### src/rtl/cfr_output_monitor_pkg.sv
// rtl/cfr_output_monitor_pkg.sv - shared types and widths for the CFR output monitor
package cfr_pkg;

  localparam int DataWidth   = 16;
  localparam int PowerWidth  = 2 * DataWidth;
  localparam int WindowWidth = 24;
  localparam int CountWidth  = 24;

  typedef enum logic [1:0] {
    IDLE = 2'd0,
    RUN  = 2'd1,
    DONE = 2'd2
  } state_t;

endpackage

### src/rtl/cfr_output_monitor_if.sv
// rtl/cfr_output_monitor_if.sv - sample, control and statistics bundle for the CFR output monitor
interface cfr_output_monitor_if #(
  parameter int DATA_WIDTH   = 16,
  parameter int WINDOW_WIDTH = 24,
  parameter int COUNT_WIDTH  = 24
);

  logic signed [DATA_WIDTH-1:0]   data_i_in;
  logic signed [DATA_WIDTH-1:0]   data_q_in;
  logic                           ctrl_enable;
  logic                           ctrl_continuous;
  logic        [DATA_WIDTH:0]     ctrl_threshold;
  logic        [WINDOW_WIDTH-1:0] ctrl_window_len;
  logic                           ctrl_clear;
  logic                           stat_valid;
  logic        [COUNT_WIDTH-1:0]  stat_over_count;
  logic        [2*DATA_WIDTH-1:0] stat_peak_power;
  logic        [15:0]             stat_window_cnt;
  logic                           stat_busy;

  modport master (
    output data_i_in, data_q_in, ctrl_enable, ctrl_continuous,
           ctrl_threshold, ctrl_window_len, ctrl_clear,
    input  stat_valid, stat_over_count, stat_peak_power, stat_window_cnt, stat_busy
  );

  modport slave (
    input  data_i_in, data_q_in, ctrl_enable, ctrl_continuous,
           ctrl_threshold, ctrl_window_len, ctrl_clear,
    output stat_valid, stat_over_count, stat_peak_power, stat_window_cnt, stat_busy
  );

endinterface

### src/rtl/cfr_output_monitor_power_calc.sv
// rtl/cfr_output_monitor_power_calc.sv - 3-stage I^2+Q^2 instantaneous power pipeline
module cfr_power_calc
  import cfr_pkg::*;
#(
  parameter int DATA_WIDTH = DataWidth
) (
  input  logic                           clk,
  input  logic                           rst_n,
  input  logic signed [DATA_WIDTH-1:0]   data_i,
  input  logic signed [DATA_WIDTH-1:0]   data_q,
  output logic        [2*DATA_WIDTH-1:0] power
);

  localparam int PowW = 2 * DATA_WIDTH;
  localparam int SqW  = 2 * DATA_WIDTH - 1;

  logic signed [DATA_WIDTH-1:0] s1_i, s1_q;
  logic signed [PowW-1:0]       i_ext, q_ext;
  logic        [SqW-1:0]        i_sq, q_sq;

  // Squares of signed values never exceed 2^(2W-2), so the top product bit is always zero.
  assign i_ext = {{DATA_WIDTH{s1_i[DATA_WIDTH-1]}}, s1_i};
  assign q_ext = {{DATA_WIDTH{s1_q[DATA_WIDTH-1]}}, s1_q};

  always_ff @(posedge clk or negedge rst_n) begin
    if (!rst_n) begin
      s1_i  <= '0;
      s1_q  <= '0;
      i_sq  <= '0;
      q_sq  <= '0;
      power <= '0;
    end else begin
      s1_i  <= data_i;
      s1_q  <= data_q;
      i_sq  <= SqW'($unsigned(i_ext * i_ext));
      q_sq  <= SqW'($unsigned(q_ext * q_ext));
      power <= {1'b0, i_sq} + {1'b0, q_sq};
    end
  end

endmodule

### src/rtl/cfr_output_monitor.sv
// rtl/cfr_output_monitor.sv - windowed threshold-exceedance and peak-power monitor on CFR output
module cfr_output_monitor
  import cfr_pkg::*;
#(
  parameter int DATA_WIDTH   = DataWidth,
  parameter int WINDOW_WIDTH = WindowWidth,
  parameter int COUNT_WIDTH  = CountWidth
) (
  input logic             clk,
  input logic             rst_n,
  cfr_output_monitor_if.slave mon
);

  localparam int PowW = 2 * DATA_WIDTH;
  localparam int ThrW = 2 * DATA_WIDTH + 2;

  state_t state, next_state;

  logic [PowW-1:0]         power_s3, power_s4;
  logic                    over_s4;
  logic [DATA_WIDTH:0]     thr_r;
  logic [ThrW-1:0]         thr_sq;
  logic [WINDOW_WIDTH-1:0] win_len_r, sample_cnt;
  logic [COUNT_WIDTH-1:0]  over_acc, over_next;
  logic [PowW-1:0]         peak_acc, peak_next;
  logic                    last, start_win, restart_win, publish;
  logic                    valid_r;
  logic [COUNT_WIDTH-1:0]  over_r;
  logic [PowW-1:0]         peak_r;
  logic [15:0]             wcnt_r;

  cfr_power_calc #(.DATA_WIDTH(DATA_WIDTH)) u_power_calc (
    .clk    (clk),
    .rst_n  (rst_n),
    .data_i (mon.data_i_in),
    .data_q (mon.data_q_in),
    .power  (power_s3)
  );

  always_ff @(posedge clk or negedge rst_n) begin
    if (!rst_n) begin
      thr_r    <= '0;
      thr_sq   <= '0;
      power_s4 <= '0;
      over_s4  <= 1'b0;
    end else begin
      thr_r    <= mon.ctrl_threshold;
      thr_sq   <= ThrW'(thr_r) * ThrW'(thr_r);
      power_s4 <= power_s3;
      over_s4  <= {2'b00, power_s3} > thr_sq;
    end
  end

  assign last      = (sample_cnt == win_len_r - WINDOW_WIDTH'(1));
  assign over_next = (over_s4 && over_acc != '1) ? over_acc + COUNT_WIDTH'(1) : over_acc;
  assign peak_next = (power_s4 > peak_acc) ? power_s4 : peak_acc;

  always_ff @(posedge clk or negedge rst_n) begin
    if (!rst_n) state <= IDLE;
    else        state <= next_state;
  end

  always_comb begin
    next_state  = state;
    start_win   = 1'b0;
    restart_win = 1'b0;
    publish     = 1'b0;
    if (mon.ctrl_clear) begin
      next_state = IDLE;
    end else begin
      case (state)
        IDLE: begin
          if (mon.ctrl_enable && mon.ctrl_window_len != '0) begin
            next_state = RUN;
            start_win  = 1'b1;
          end
        end
        RUN: begin
          if (!mon.ctrl_enable) begin
            next_state = IDLE;
          end else if (last) begin
            publish = 1'b1;
            if (!mon.ctrl_continuous)             next_state  = DONE;
            else if (mon.ctrl_window_len == '0)   next_state  = IDLE;
            else                                  restart_win = 1'b1;
          end
        end
        DONE: begin
          if (!mon.ctrl_enable) next_state = IDLE;
        end
        default: next_state = IDLE;
      endcase
    end
  end

  always_ff @(posedge clk or negedge rst_n) begin
    if (!rst_n) begin
      win_len_r  <= '0;
      sample_cnt <= '0;
      over_acc   <= '0;
      peak_acc   <= '0;
      valid_r    <= 1'b0;
      over_r     <= '0;
      peak_r     <= '0;
      wcnt_r     <= '0;
    end else if (mon.ctrl_clear) begin
      sample_cnt <= '0;
      over_acc   <= '0;
      peak_acc   <= '0;
      valid_r    <= 1'b0;
      over_r     <= '0;
      peak_r     <= '0;
      wcnt_r     <= '0;
    end else begin
      valid_r <= publish;
      // A restart shares the edge with publish, so the new window starts with no gap.
      if (start_win || restart_win) begin
        win_len_r  <= mon.ctrl_window_len;
        sample_cnt <= '0;
        over_acc   <= '0;
        peak_acc   <= '0;
      end else if (state == RUN && mon.ctrl_enable) begin
        sample_cnt <= sample_cnt + WINDOW_WIDTH'(1);
        over_acc   <= over_next;
        peak_acc   <= peak_next;
      end
      if (publish) begin
        over_r <= over_next;
        peak_r <= peak_next;
        wcnt_r <= wcnt_r + 16'd1;
      end
    end
  end

  assign mon.stat_valid      = valid_r;
  assign mon.stat_over_count = over_r;
  assign mon.stat_peak_power = peak_r;
  assign mon.stat_window_cnt = wcnt_r;
  assign mon.stat_busy       = (state == RUN);

endmodule

### src/flat_wrapper.sv
// flat-port wrapper written by rule: the top's interface ports become plain ports
module cfr_output_monitor_flat import cfr_pkg::*;
#(
  parameter int DATA_WIDTH   = DataWidth,
  parameter int WINDOW_WIDTH = WindowWidth,
  parameter int COUNT_WIDTH  = CountWidth
)
  (clk, rst_n, mon_data_i_in, mon_data_q_in, mon_ctrl_enable, mon_ctrl_continuous, mon_ctrl_threshold, mon_ctrl_window_len, mon_ctrl_clear, mon_stat_valid, mon_stat_over_count, mon_stat_peak_power, mon_stat_window_cnt, mon_stat_busy);
  cfr_output_monitor_if #(.DATA_WIDTH(DATA_WIDTH), .WINDOW_WIDTH(WINDOW_WIDTH), .COUNT_WIDTH(COUNT_WIDTH)) mon_i ();
  input logic clk;
  input logic rst_n;
  input wire logic [$bits(mon_i.data_i_in)-1:0] mon_data_i_in;
  input wire logic [$bits(mon_i.data_q_in)-1:0] mon_data_q_in;
  input wire logic [$bits(mon_i.ctrl_enable)-1:0] mon_ctrl_enable;
  input wire logic [$bits(mon_i.ctrl_continuous)-1:0] mon_ctrl_continuous;
  input wire logic [$bits(mon_i.ctrl_threshold)-1:0] mon_ctrl_threshold;
  input wire logic [$bits(mon_i.ctrl_window_len)-1:0] mon_ctrl_window_len;
  input wire logic [$bits(mon_i.ctrl_clear)-1:0] mon_ctrl_clear;
  output wire logic [$bits(mon_i.stat_valid)-1:0] mon_stat_valid;
  output wire logic [$bits(mon_i.stat_over_count)-1:0] mon_stat_over_count;
  output wire logic [$bits(mon_i.stat_peak_power)-1:0] mon_stat_peak_power;
  output wire logic [$bits(mon_i.stat_window_cnt)-1:0] mon_stat_window_cnt;
  output wire logic [$bits(mon_i.stat_busy)-1:0] mon_stat_busy;
  assign mon_i.data_i_in = mon_data_i_in;
  assign mon_i.data_q_in = mon_data_q_in;
  assign mon_i.ctrl_enable = mon_ctrl_enable;
  assign mon_i.ctrl_continuous = mon_ctrl_continuous;
  assign mon_i.ctrl_threshold = mon_ctrl_threshold;
  assign mon_i.ctrl_window_len = mon_ctrl_window_len;
  assign mon_i.ctrl_clear = mon_ctrl_clear;
  assign mon_stat_valid = mon_i.stat_valid;
  assign mon_stat_over_count = mon_i.stat_over_count;
  assign mon_stat_peak_power = mon_i.stat_peak_power;
  assign mon_stat_window_cnt = mon_i.stat_window_cnt;
  assign mon_stat_busy = mon_i.stat_busy;
  cfr_output_monitor #(.DATA_WIDTH(DATA_WIDTH), .WINDOW_WIDTH(WINDOW_WIDTH), .COUNT_WIDTH(COUNT_WIDTH)) u_core (.clk(clk), .rst_n(rst_n), .mon(mon_i));
endmodule
### config.mk
export PLATFORM = sky130hd
export DESIGN_NAME = cfr_output_monitor_flat
export DESIGN_NICKNAME = d
export VERILOG_FILES = /design/src/rtl/cfr_output_monitor_pkg.sv /design/src/rtl/cfr_output_monitor_if.sv /design/src/rtl/cfr_output_monitor_power_calc.sv /design/src/rtl/cfr_output_monitor.sv /design/src/flat_wrapper.sv
export SDC_FILE = /design/constraint.sdc
export NUM_CORES = 2
export LEC_CHECK = 0
export ABC_AREA = 1
export BUFFER_PORTS_ARGS = -buffer_cell sky130_fd_sc_hd__clkbuf_2
export CORE_ASPECT_RATIO = 1.5
export CORE_UTILIZATION = 40
export CTS_BUF_LIST = sky130_fd_sc_hd__clkbuf_16
export DETAILED_ROUTE_END_ITERATION = 10
export GPL_TIMING_DRIVEN = 0
export PLACE_DENSITY = 0.65
export SLEW_MARGIN = 20
export SYNTH_ARGS = -nofsm -noshare
export SYNTH_HDL_FRONTEND = slang
export SYNTH_SLANG_ARGS = --single-unit
### constraint.sdc
create_clock -name clk -period 5.4 [get_ports clk]
set_clock_uncertainty 0.15 [all_clocks]
set_input_delay 1.08 -clock clk [delete_from_list [all_inputs] [get_ports clk]]
set_output_delay 1.08 -clock clk [all_outputs]
set_load 0.02 [all_outputs]
==> run_results.csv <==
group,metric,value,unit
timing,relSlewSlack,38.1,%
yosys,avgSynthCellArea,8.34,um^2
yosys,synth.area.mux_share,0,%
global_route,grt_pass1_wl,206000,um
yosys,synth_edf_count,0,
clock_network,cts_tree,"built",
critical_path,r2r_cells,22,
worst_hold_path,min_from,"u_core.u_power_calc.power[3]$_DFF_PN0_",
clock_network,cts_buffer_depth,3,
die,start_util,40.2,%
yosys,ys_ff_latch,386,
job,cap_violations,0,
routing,drtAntennaViolNets,0,
yosys,netlist_area,45400,um^2
yosys,synth_area_leader_cell,"fa_1",
critical_path,end_kind,"register",
critical_path,r2r_setup_slack,-510,ps
critical_path,r2r_end,"u_core.thr_sq[30]$_DFF_PN0_",
timing,setup_ws,-514,ps
routing,post_drt_via_cell_ratio,4.98,
worst_hold_path,holdPathEnd,"u_core.power_s4[3]$_DFF_PN0_",
clock_network,htreeDepth,2,
die,ios,152,
clock_network,cts.clk_slew.worst_paths,60,ps
critical_path,worstReg2RegStart,"u_core.thr_r[2]$_DFF_PN0_",
layout,nets,7000,
yosys,yosys_most_used_dff,"dfrtp_1",
critical_path,crit_arrival,6260,ps
timing,fmax,169,MHz
routing,vias,36800,
die,die_x,277,um
critical_path,start_kind,"register",
yosys,yosysWarnings,0,
routing,wl_per_cell,17.5,um
run_status,run_status,"complete, but fails checks",
worst_hold_path,hp-class,"register to register",
routing,drt_iter0_markers,2036,
yosys,synth_xor_area_share,4.59,%
yosys,syn_nets,6541,
global_route,antenna_found_initial,0,
run_status,violations,"setup timing",
die,dieArea,115000,um^2
global_route,grt_max_degree,93,
critical_path,cp_max_fo,7,
critical_path,crit_required,5750,ps
layout,stdcell_count,7386,
clock_network,cts_root_buffer,"clkbuf_16",
placed_design,place_inst,7049,
yosys,synth_top_area_share,28.5,%
layout,diodes,0,
timing,setup_viol,47,
global_route,grt_pass1_vias,40200,
yosys,ys_async_sr_fraction,100,%
placed_design,gp_congestion,0.937,
routing,drc,0,
yosys,ys_seq_area_share,21.3,%
layout,final_cell_mix,"1,250 x inv_1, 988 x nand2_1, 597 x fa_1, 368 x dfrtp_1, 316 x ha_1",
die,fp-row-count,151,
clock_network,clock_sinks,386,
critical_path,worstSetupPathType,"register to register",
yosys,yosys.area_share.simple,16.8,%
timing,hold_violations,0,
global_route,grt.total_usage,22.7,%
layout,syn_to_final_growth,23.3,%
die,die_y,415,um
yosys,synth.distinct_cells,49,
worst_hold_path,holdPathStages,0,
clock_network,numCtsBuffers,44,
placed_design,portBuffers,151,
yosys,synth_top_family_by_area,"adder cells",
timing,report.final.slew_viol_count,0,
placed_design,dp_hpwl,101000,um
layout,drive_above_1_share,20.4,%
routing,routed_wl,129000,um
yosys,synth_area_leaders,"fa_1 29%, dfrtp_1 21%, inv_1 11%",
routing,drtPass1Iterations,7,
timing,min_period,5910,ps
die,coreArea,113000,um^2
yosys,synth_compound_area_share,5.25,%
clock_network,worstSkewPairLatency,640,ps
timing,finalCritPeriodShare,110,%
timing,worstMarginPinSlew,925,ps
timing,rsz0062_at_grt,"yes",
global_route,overflow,0,
yosys,netlist_instances,5441,
yosys,synthAdderAreaFrac,38.9,%
layout,final_common_cell,"inv_1",
-- per-layer routing --
metal	share of wire, %	routed length (um)	track usage [%]
met1	35	45000	23.3
met2	56	72100	44.8
met3	3.4	4380	1.99
met4	5.8	7440	12.0
met5	0	0	0
-- sequential cells by signal, summed over array words and instances, names as in the netlist, 17 cells and up --
name and flops:
u_core.thr_sq 33, u_core.mon.stat_peak_power 32, u_core.peak_acc 32, u_core.power_s4 32
u_core.u_power_calc.power 32, u_core.u_power_calc.i_sq 30, u_core.u_power_calc.q_sq 30, u_core.mon.stat_over_count 24
u_core.over_acc 24, u_core.sample_cnt 24, u_core.win_len_r 24, u_core.thr_r 17
-- cell families after synthesis --
family | after synthesis
flip-flops | 386
AND/OR/NAND/NOR | 1817
XOR/XNOR | 237
AO/OA/AOI/OAI | 429
adder cells (fa/ha/maj) | 1022
buffers and inverters | 1550
-- cell type report --
class | count | area, um^2
multi-input combinational | 3505 | 32600
fill | 10400 | 56800
tap | 1453 | 1820
timing repair buffer | 426 | 3260
sequential | 386 | 9680
inverter | 1356 | 5110
clock inverter | 35 | 364
clock buffer | 44 | 1100
buffer | 181 | 2070
-- synth_stat cells (all sizes together), types with 2 or more instances --
cell	count
o2111ai	2
nor4	21
a21o	18
inv	1354
nand3b	5
a221o	2
fa	647
xnor2	82
ha	375
o21bai	12
or2	8
a211oi	2
o31ai	5
a21oi	220
nand4	91
o221ai	3
a31oi	7
o211ai	9
dfrtp	386
o221a	3
buf	44
nor2	248
clkbuf	150
clkinv	2
nand2	1123
a31o	6
nor3	41
o21ai	125
nand3	277
and2	2
o21a	12
xor2	155
-- how the worst max path moves through the flow --
stage                                          start                                     end  depth (start not counted)
2_1_floorplan  u_core.u_power_calc.s1_i[6]$_DFF_PN0_  u_core.u_power_calc.i_sq[28]$_DFF_PN0_                         22
3_3_place_gp                                   rst_n  u_core.u_power_calc.s1_q[14]$_DFF_PN0_                          1
3_5_place_dp               u_core.thr_r[1]$_DFF_PN0_             u_core.thr_sq[30]$_DFF_PN0_                         20
4_1_cts                    u_core.thr_r[8]$_DFF_PN0_             u_core.thr_sq[22]$_DFF_PN0_                         24
5_1_grt                   u_core.thr_r[16]$_DFF_PN0_             u_core.thr_sq[30]$_DFF_PN0_                         22
6_report                   u_core.thr_r[2]$_DFF_PN0_             u_core.thr_sq[30]$_DFF_PN0_                         22
-- per-stage QoR --
step / utilization, % / cell area, um^2 / hold WS [ps] / setup slack [ps] / TNS [ps]
after floorplan: - / 46100 / 202 / -36.5 / -82.7
after global placement: 43.1 / 48700 / 218 / -5860 / -2262110
after detailed placement: 43.3 / 48800 / 216 / -1080 / -37430
after CTS: 48.0 / 54100 / 224 / -445 / -10680
after global routing: 49.6 / 56000 / 246 / -680 / -19460
final: 49.6 / 56000 / 224 / -514 / -11940
-- critical path, stage by stage (launching register included) --
cell and delay [ps]:
dfrtp_1 410, buf_8 140, clkbuf_16 150, nand2_4 80
inv_1 60, fa_1 500, fa_1 600, fa_1 450
fa_1 540, fa_1 580, inv_2 50, fa_1 580
inv_2 70, ha_4 320, nand2_4 70, inv_2 70
nand3_4 70, nor3_4 210, nand2_1 100, nand3_2 120
a21o_1 210, a31oi_4 110, xnor2_2 150
-- what timing repair did --
item,in CTS,in global routing
hold buffers,0,0
buffers inserted,179,96
gates resized for setup,561,339
gates cloned,0,0
pin swaps,214,263
setup endpoints to repair,62,59
Power is left out: the tool's default activity adds up to more than one toggle a clock period on the data nets, which glitch-free logic cannot reach.
